$ cat config.mk
export PLATFORM = sky130hd
export DESIGN_NAME = bsg_counter_load_down_en
export DESIGN_NICKNAME = d
export VERILOG_FILES = /design/src/rtl/bsg_counter_load_down_en.sv
export SDC_FILE = /design/constraint.sdc
export NUM_CORES = 1
export LEC_CHECK = 0
export BUFFER_PORTS_ARGS = -buffer_cell sky130_fd_sc_hd__buf_2
export CAP_MARGIN = 20
export CORE_MARGIN = 4
export CORE_UTILIZATION = 45
export CTS_BUF_LIST = sky130_fd_sc_hd__clkbuf_4 sky130_fd_sc_hd__clkbuf_8
export DETAILED_ROUTE_END_ITERATION = 10
export HOLD_SLACK_MARGIN = 0.03
export PLACE_DENSITY_LB_ADDON = 0.12
export SLEW_MARGIN = 20
export SYNTH_ARGS = -nofsm -noshare
export SYNTH_HDL_FRONTEND = slang
export SYNTH_SLANG_ARGS = --single-unit
$ cat constraint.sdc
create_clock -name clk_i -period 1.7 [get_ports clk_i]
set_clock_uncertainty 0.05 [all_clocks]
set_input_delay 0 -clock clk_i [delete_from_list [all_inputs] [get_ports clk_i]]
set_output_delay 0 -clock clk_i [all_outputs]
set_load 0.05 [all_outputs]
$ cat src/rtl/bsg_counter_load_down_en.sv
// rtl/bsg_counter_load_down_en.sv - loadable down-counter with done pulse, abort and auto-reload
module bsg_counter_load_down_en #(
  parameter int width_p = 8
) (
  input  logic               clk_i,
  input  logic               reset_n_i,
  input  logic               load_v_i,
  input  logic [width_p-1:0] load_val_i,
  output logic               load_ready_o,
  input  logic               en_i,
  input  logic               reload_i,
  input  logic               abort_i,
  output logic [width_p-1:0] count_o,
  output logic               busy_o,
  output logic               done_o
);

  typedef enum logic {IDLE = 1'b0, RUN = 1'b1} state_e;

  localparam logic [width_p-1:0] one_lp = width_p'(1);

  state_e             state_r, state_n;
  logic [width_p-1:0] count_r, count_n;
  logic [width_p-1:0] reload_r, reload_n;
  logic               done_r, done_n;

  always_ff @(posedge clk_i or negedge reset_n_i) begin
    if (!reset_n_i) begin
      state_r  <= IDLE;
      count_r  <= '0;
      reload_r <= '0;
      done_r   <= 1'b0;
    end else begin
      state_r  <= state_n;
      count_r  <= count_n;
      reload_r <= reload_n;
      done_r   <= done_n;
    end
  end

  // Count is never zero in RUN, so "not above one" is the terminal decrement.
  always_comb begin
    state_n  = state_r;
    count_n  = count_r;
    reload_n = reload_r;
    done_n   = 1'b0;
    unique case (state_r)
      IDLE: begin
        if (load_v_i) begin
          reload_n = load_val_i;
          count_n  = load_val_i;
          if (load_val_i != '0) state_n = RUN;
          else                  done_n  = 1'b1;
        end
      end
      RUN: begin
        if (abort_i) begin
          count_n = '0;
          state_n = IDLE;
        end else if (en_i) begin
          if (count_r > one_lp) begin
            count_n = count_r - one_lp;
          end else begin
            done_n = 1'b1;
            if (reload_i) begin
              count_n = reload_r;
            end else begin
              count_n = '0;
              state_n = IDLE;
            end
          end
        end
      end
      default: state_n = IDLE;
    endcase
  end

  assign count_o      = count_r;
  assign done_o       = done_r;
  assign busy_o       = (state_r == RUN);
  assign load_ready_o = (state_r == IDLE);

endmodule

After elaboration in Yosys (flattened, before gate mapping)
Cells that the tools add are included.

word-level totals
  flip-flop bits (word level) = 18
  input port bits = 14
  output and inout port bits = 11
  word-level logic and storage cells = 31

operators by class
  add/subtract/negate cells = 1
  order comparisons = 1
  eq/ne operators = 2
  mux-type cells = 19
  bitwise gates (word level) = 1
  reductions and logical operators = 3

operators by type and width
  cell                   number
  $mux W8                5
  $pmux W8 S2            1
  $mux W1                11
  $gt A8 B1 Y1 const B   1
  $reduce_bool A8 Y1     1
  $sub A8 B1 Y8 const B  1
  $pmux W1 S2            2
  $reduce_and A2 Y1      2
  $ne A3 B3 Y1 const B   1
  $ne A2 B2 Y1 const B   1
  $not A1 Y1             1

Logic depth before layout (Yosys ltp)
Gate-level depths: netlist of the first run.

  word-level depth = 5
  gate-level depth with buffers = 7
  gate-level depth less buffers = 6

Least setup slack after synthesis of the first run
Ideal clock, no wire load.

  path type = register to register
  from = reg count_r[0] (netlist: count_o[0])
  to = reg count_r[7] (netlist: count_o[7])
  library setup time = 0.127 ns
  data arrival time = 2.058 ns
  required time = 1.523 ns
  path slack = -0.536 ns
  stages on the path, launching flop included = 8
  path buffers = 1
  clock period less this slack = 2.236 ns
  cells stage by stage = dfrtp_1 -> inv_1 -> ha_1 -> or2_2 -> clkbuf_1 -> a311o_1 -> a31oi_1 -> a211oi_1

between the ends
  longest elaborated chain between the ends = 5
  elaborated cells on any way between the ends = 6
  classes of those cells = 1 x add/sub; 1 x order compare; 4 x mux

RTL lines
  item                                                  line    source
  start, declared                                       23      logic [width_p-1:0] count_r, count_n;
  start signal, assigned                                35      count_r <= count_n;
  $sub A8 B1 Y8 / $gt A8 B1 Y1 (equally long branches)  62, 61
  $mux W8 (*)                                           61      if (count_r > one_lp) begin
  $mux W8 (*)                                           60      end else if (en_i) begin
  $mux W8 (*)                                           57      if (abort_i) begin
  $pmux W8 S2 (*)                                       47      unique case (state_r)

Mark *: on every way between the ends. The rest lies on a longest branch, timed or not. The select of a mux whose other input is x is not followed.
A chain may end at the register's enable or synchronous reset.

Worst setup path after layout of the first run
  from = reg count_r[5] (netlist: count_o[5])
  to = reg count_r[6] (netlist: count_o[6])

Same word-level chain as after synthesis.

==> results of run 1 <==
==> registers in the layout, summed over array words and instances, names as in the netlist <==
signal	count
count_o	8
reload_r	8
busy_o	1
done_o	1
==> final timing paths <==
path	startpoint	end	slack (ns)	cells after the start
max in group asynchronous	reset_n_i	count_o[3]	1.18	2
setup / recovery	count_o[5]	count_o[6]	-0.13	4
hold / removal	reset_n_i	count_o[6]	0.11	2
hold reg to reg	reload_r[2]	reload_r[2]	0.47	1
setup reg to reg	count_o[5]	count_o[6]	-0.13	4
min in group clk_i	load_v_i	busy_o	0.21	4
==> layer usage <==
| metal | vias up | share of wire | GRT usage |
|---|---|---|---|
| met3 | 4 | 0.054 | 0.0261 |
| met2 | 48 | 0.51 | 0.379 |
| met5 | - | 0 | 0 |
| met4 | 0 | 0.0087 | 0.0939 |
| li1 | 563 | - | - |
| met1 | 574 | 0.43 | 0.275 |
==> metrics by stage <==
step	util	cells	instance area [um2]	hold slack [ns]
final	0.678	205	1700	0.107
after global routing	0.678	205	1700	0.134
after CTS	0.669	205	1670	0.124
after detailed placement	0.595	188	1490	-0.0943
after global placement	0.595	188	1490	-0.0981
after floorplan	-	122	1230	-0.346
==> final cells by class <==
class	count	area share
timing repair buffer	55	0.238
tap	30	0.0221
sequential	18	0.271
clock buffer	4	0.0214
multi-input combinational	92	0.433
inverter	6	0.0148
==> power breakdown <==
part | switching, W | leakage (nW) | internal (W)
Sequential | 0.0000849 | 0.209 | 0.000549
Combinational | 0.000877 | 0.468 | 0.000576
Clock | 0.000133 | 0.0210 | 0.000131
==> placed cells by master, fill, tap and decap left out, types with 4 or more instances in the layout <==
cell / synthesis / layout
buf_2: 0 / 24
buf_4: 1 / 16
nor2_1: 14 / 13
dlygate4sd3_1: 0 / 12
dfrtp_1: 18 / 11
mux2_2: 8 / 8
o21ai_0: 7 / 7
dfrtp_2: 0 / 7
nand2_1: 6 / 6
a31oi_1: 7 / 6
a21oi_1: 6 / 6
inv_1: 6 / 4
nor4_1: 6 / 4
==> kinds of logic (layout without fill, tap and decap cells) <==
family	Yosys count	after routing	share of synthesized area
buf+inv	12	65	0.0559
flops	18	18	0.380
simple gates	43	43	0.208
fa+ha+maj	2	2	0.0211
mux	9	9	0.0844
xor+xnor	3	3	0.0222
compound gates	35	35	0.229
==> repair_timing <==
| action | 4_1_cts | 5_1_grt |
|---|---|---|
| buffers inserted | 1 | 0 |
| hold endpoints to repair | 33 | 0 |
| pin swaps | 5 | 1 |
| setup endpoints to repair | 6 | 8 |
| gates resized for setup | 5 | 3 |
| hold buffers | 12 | 0 |
==> summary.txt, run 1 <==
Global routing
  – Total Routing Usage GR: 0.220
  – First-pass GRT wire length: between 5000 and 6000 um
  – Initial antenna violation count: 0
  – Vias in the first global route: approximately 1.3k
  – Global route total overflow: 0
  – Largest net degree at the start of global routing: 19

Power and ir drop
  – Peak supply drop: roughly 1.0 mV
  – Power per cell area: approximately 1400 mW/mm2
  – Pleak: 0.697 nW
  – Pwr Total: ~0.0024 W

Critical path
  – Worst setup path class: flip-flop to flip-flop
  – Critical path required time: ~1.8 ns
  – CP arrival: between 1.5 and 2 ns
  – Largest stage delay, worst path: just over 0.6 ns
  – Critical path buffers and inverters: 0
  – Crit path cell chain: or4_4, o311ai_4, a221oi_2, a2111oi_2
  – Startpoint types: flip-flop
  – Crit-path max FO: 7
  – Crit path max-delay family: compound AO/OA/AOI/OAI gates
  – Critical Path End Type: flip-flop
  – Slowest cell on crit path: or4_4

Route
  – Starting DRT DRC Count: 63
  – Drc violations: 0
  – Vias/cell: a little under 6
  – Post-route ant nets: 0
  – Final WL: ~3300 um
  – TritonRoute pass-1 iters: 4
  – DR vias: around 1.2k
  – DR WL/cell: 16.3 um

Synthesis
  – Synthesized area per cell: 9.72 um2
  – Synth unique cells: 38
  – Yosys warning count: 0
  – Main synth FF type: dfrtp_1
  – Yosys top cell area share: 0.380
  – Synthesized area: 0.00119 mm2
  – Most frequent cell after synthesis: dfrtp_1
  – Post-synth EDFFs: 0
  – Syn_nets: roughly 140
  – Most frequent cells after synthesis: dfrtp_1, nor2_1, mux2_2, a31oi_1, o21ai_0
  – Yosys top cell by area: dfrtp_1
  – Synth area leaders: dfrtp_1, mux2_2, nor2_1
  – Seq cells post-synth: 18
  – Async SR Flop Fraction: 1.00
  – Sequential area share after synthesis: 0.380
  – Syn Inst Count: 122

Finish
  – Area of the multi-input gates: about 730 um2
  – Fillers: around 210
  – N_diodes: 0
  – Nets: ~190
  – Share of cells above drive strength 1: 0.463
  – Sequential cell area: 459 um2
  – Area Overhead vs Synth: 42.9%

Die
  – Core area: about 0.0025 mm2
  – Die W: 59.3 um
  – # rows: 18
  – Boundary pin count: 25
  – Initial Util: 0.474
  – Die Area: about 0.0035 mm2
  – Die height: about 60 um

Timing
  – Min Tclk post-route: approximately 1.8 ns
  – Worst-Margin Slew: roughly 0.45 ns
  – # setup viols final: 5
  – Setup TNS after final layout: -0.314 ns
  – Fmax achieved: between 500 and 600 MHz
  – Final Cycle Share: 1.08
  – Headroom to the max-slew limit: 0.698
  – Unrepaired setup endpoints after global routing: true
  – Final WS setup: -0.130 ns
  – Max Slew Vio Count: 0
  – Final hold vios: 0

Status
  – Status: finished, violations left
  – Failing checks: setup timing

Worst hold path
  – HP Class: input pin to async pin

Clock network
  – Clk_lat worst skew: around 0.3 ns
  – H-Tree Depth: 1
  – CTS tree: yes
  – Total CTS buffers: 3
  – Max clock buf depth: 2
  – Clk slew on worst S/H paths: around 0.11 ns
  – Clock root cell: clkbuf_4
  – Clock sink count: 18

Place
  – IO buf count: 24
  – Routability Congestion: about 0.86
  – Detailed-placement wirelength estimate: between 2000 and 3000 um
  – Pre-CTS setup slack: -0.142 ns

Flow run
  – Max Cap Viol: 0
No activity file was read; power rests on OpenSTA's default activity.
==> inputs of run 2 (changes only) <==
- REMOVE_ABC_BUFFERS: not set -> 1
==> run 2 against run 1 <==
  * The run still ends with setup timing left
  * Flip-flop and latch count unchanged
  * Count of clock-buffer cells in the layout unchanged
  * Maximum frequency rose by 5.4%
  * Global-route usage fell by 0.85 points
  * Wire length shrank 0.36%
  * Critical path depth unchanged
  * Clock power is 3% higher
  * Worst hold slack worse by 0.044 ns
  * Register-to-register slack better by 0.09 ns
  * Worst setup slack better by 0.094 ns
  * Sequential share of layout area increased by 0.51 points
==> summary.txt, run 2 (synthesized netlist as in run 1, its figures left out) <==
Finish
  – Final Util: 0.655
  – Area Overhead vs Synth: 38.0%
  – Most common cell after layout, fill and taps aside: buf_2
  – Share of cells above drive strength 1: 0.408
  – Area of the multi-input gates: between 700 and 800 um2
  – Sequential cell area: 452 um2
  – Most frequent cells in the layout: buf_2, buf_4, dfrtp_1
  – N_diodes: 0
  – Fillers: ~220
  – Nets: approximately 190

Global routing
  – Total Routing Usage GR: 0.212
  – First-pass GRT wire length: 5550 um
  – Initial antenna violation count: 0
  – Vias in the first global route: approximately 1.2k
  – Largest net degree at the start of global routing: 19
  – Global route total overflow: 0

Critical path
  – Worst r2r src: count_o[5]
  – CP arrival: 1.89 ns
  – Crit-path max FO: 7
  – Flop2flop setup slack: -0.04 ns
  – Startpoint types: flip-flop
  – Worst Setup SP: count_o[5]
  – Critical Path End Type: flip-flop
  – Worst R2R End: count_o[6]
  – R2r worst-path depth: 4
  – Worst setup path class: flip-flop to flip-flop
  – Critical path required time: about 1.9 ns

Timing
  – Headroom to the max-slew limit: 0.531
  – Fmax achieved: between 500 and 600 MHz
  – Worst-Margin Slew: about 0.7 ns
  – Hold_ws: approximately 0.063 ns
  – Final Cycle Share: 1.02
  – # setup viols final: 1
  – Max Slew Vio Count: 0
  – Setup TNS after final layout: -0.0359 ns
  – Final hold vios: 0
  – Unrepaired setup endpoints after global routing: true
  – Final WS setup: -0.0359 ns
  – Min Tclk post-route: 1.74 ns

Route
  – DR vias: 1202
  – Starting DRT DRC Count: 85
  – TritonRoute pass-1 iters: 4
  – Drc violations: 0
  – Final WL: approximately 3300 um
  – Post-route ant nets: 0
  – DR WL/cell: approximately 16 um
  – Vias/cell: between 5 and 6

Flow run
  – Max Cap Viol: 0

Clock network
  – Clk slew on worst S/H paths: 0.11 ns
  – Total CTS buffers: 3
  – CTS tree: yes
  – H-Tree Depth: 1
  – Clk_lat worst skew: approximately 0.30 ns
  – Clock root cell: clkbuf_4
  – Max clock buf depth: 2
  – Clock sink count: 18

Die
  – Die W: slightly below 60 um
  – Die Area: 0.00352 mm2
  – Core area: 0.00250 mm2
  – Boundary pin count: 25
  – Die height: 59.3 um
  – Initial Util: 0.474
  – # rows: 18

Status
  – Failing checks: setup timing
  – Status: finished, violations left

Place
  – Detailed-placement wirelength estimate: between 2000 and 2500 um
  – Routability Congestion: 0.842
  – IO buf count: 24

Worst hold path
  – Hold Startpoint: abort_i
  – HP Class: input pin to flip-flop
  – WHS Path Cells: 3
  – Worst hold endpoint: busy_o

Power and ir drop
  – Power per cell area: 1380 mW/mm2
  – Peak supply drop: 0.935 mV
  – Pwr Total: ~0.0023 W
  – Pleak: about 0.7 nW
run 2: changes by cell type in the layout (fill, tap and decap cells not counted), sizes merged:
| cell | before | now |
|---|---|---|
| buf | 43 | 42 |
run 2: report_power, final:
group | leakage [nW] | internal [W] | switching, W | total [W]
Combinational | 0.458 | 0.000539 | 0.000821 | 0.00136
Sequential | 0.215 | 0.000542 | 0.0000866 | 0.000628
Clock | 0.0210 | 0.000131 | 0.000139 | 0.000270
run 2: worst max-delay path by stage:
stage                             to  slack (ns)  depth (start not counted)
final                     count_o[6]       -0.04                          4
after global routing      count_o[6]       -0.09                          4
after detailed placement  count_o[6]       -0.11                          6
after CTS                 count_o[6]       -0.04                          4
after global placement    count_o[6]       -0.04                          6
after floorplan           count_o[7]       -0.45                          6
run 2: layout make-up:
cell class,instances,share of cell area
clock buffers,4,0.0222
well taps,30,0.0229
repair buffers,54,0.229
flip-flops and latches,18,0.276
multi-input cells,92,0.436
inverters,6,0.0138
run 2: repair_timing:
item,CTS,global route
hold buffers,11,1
setup buffers,0,0
setup endpoints to repair,7,8
pin swaps,7,6
hold endpoints to repair,35,1
resized for setup,8,3
run 2: critical path: stages (launching register included):
cell       delay, ns
dfrtp_1         0.41
or4_4           0.61
o311ai_4        0.26
a221oi_2        0.11
a2111oi_2       0.20
run 2: metal layers:
metal / vias to the layer above / part of all wire / track usage
met2: 54 / 0.48 / 0.343
met5: - / 0 / 0
met4: 0 / 0.018 / 0.110
met1: 581 / 0.42 / 0.269
met3: 8 / 0.086 / 0.0327
li1: 559 / - / -
run 2: per-stage QoR:
| step | setup WS, ns | cells | instance area, um2 |
|---|---|---|---|
| finish | -0.0359 | 204 | 1640 |
| global route | -0.0859 | 204 | 1640 |
| CTS | -0.0420 | 203 | 1610 |
| detailed placement | -0.113 | 188 | 1440 |
| global placement | -0.0351 | 188 | 1440 |
| floorplan | -0.455 | 116 | 1140 |
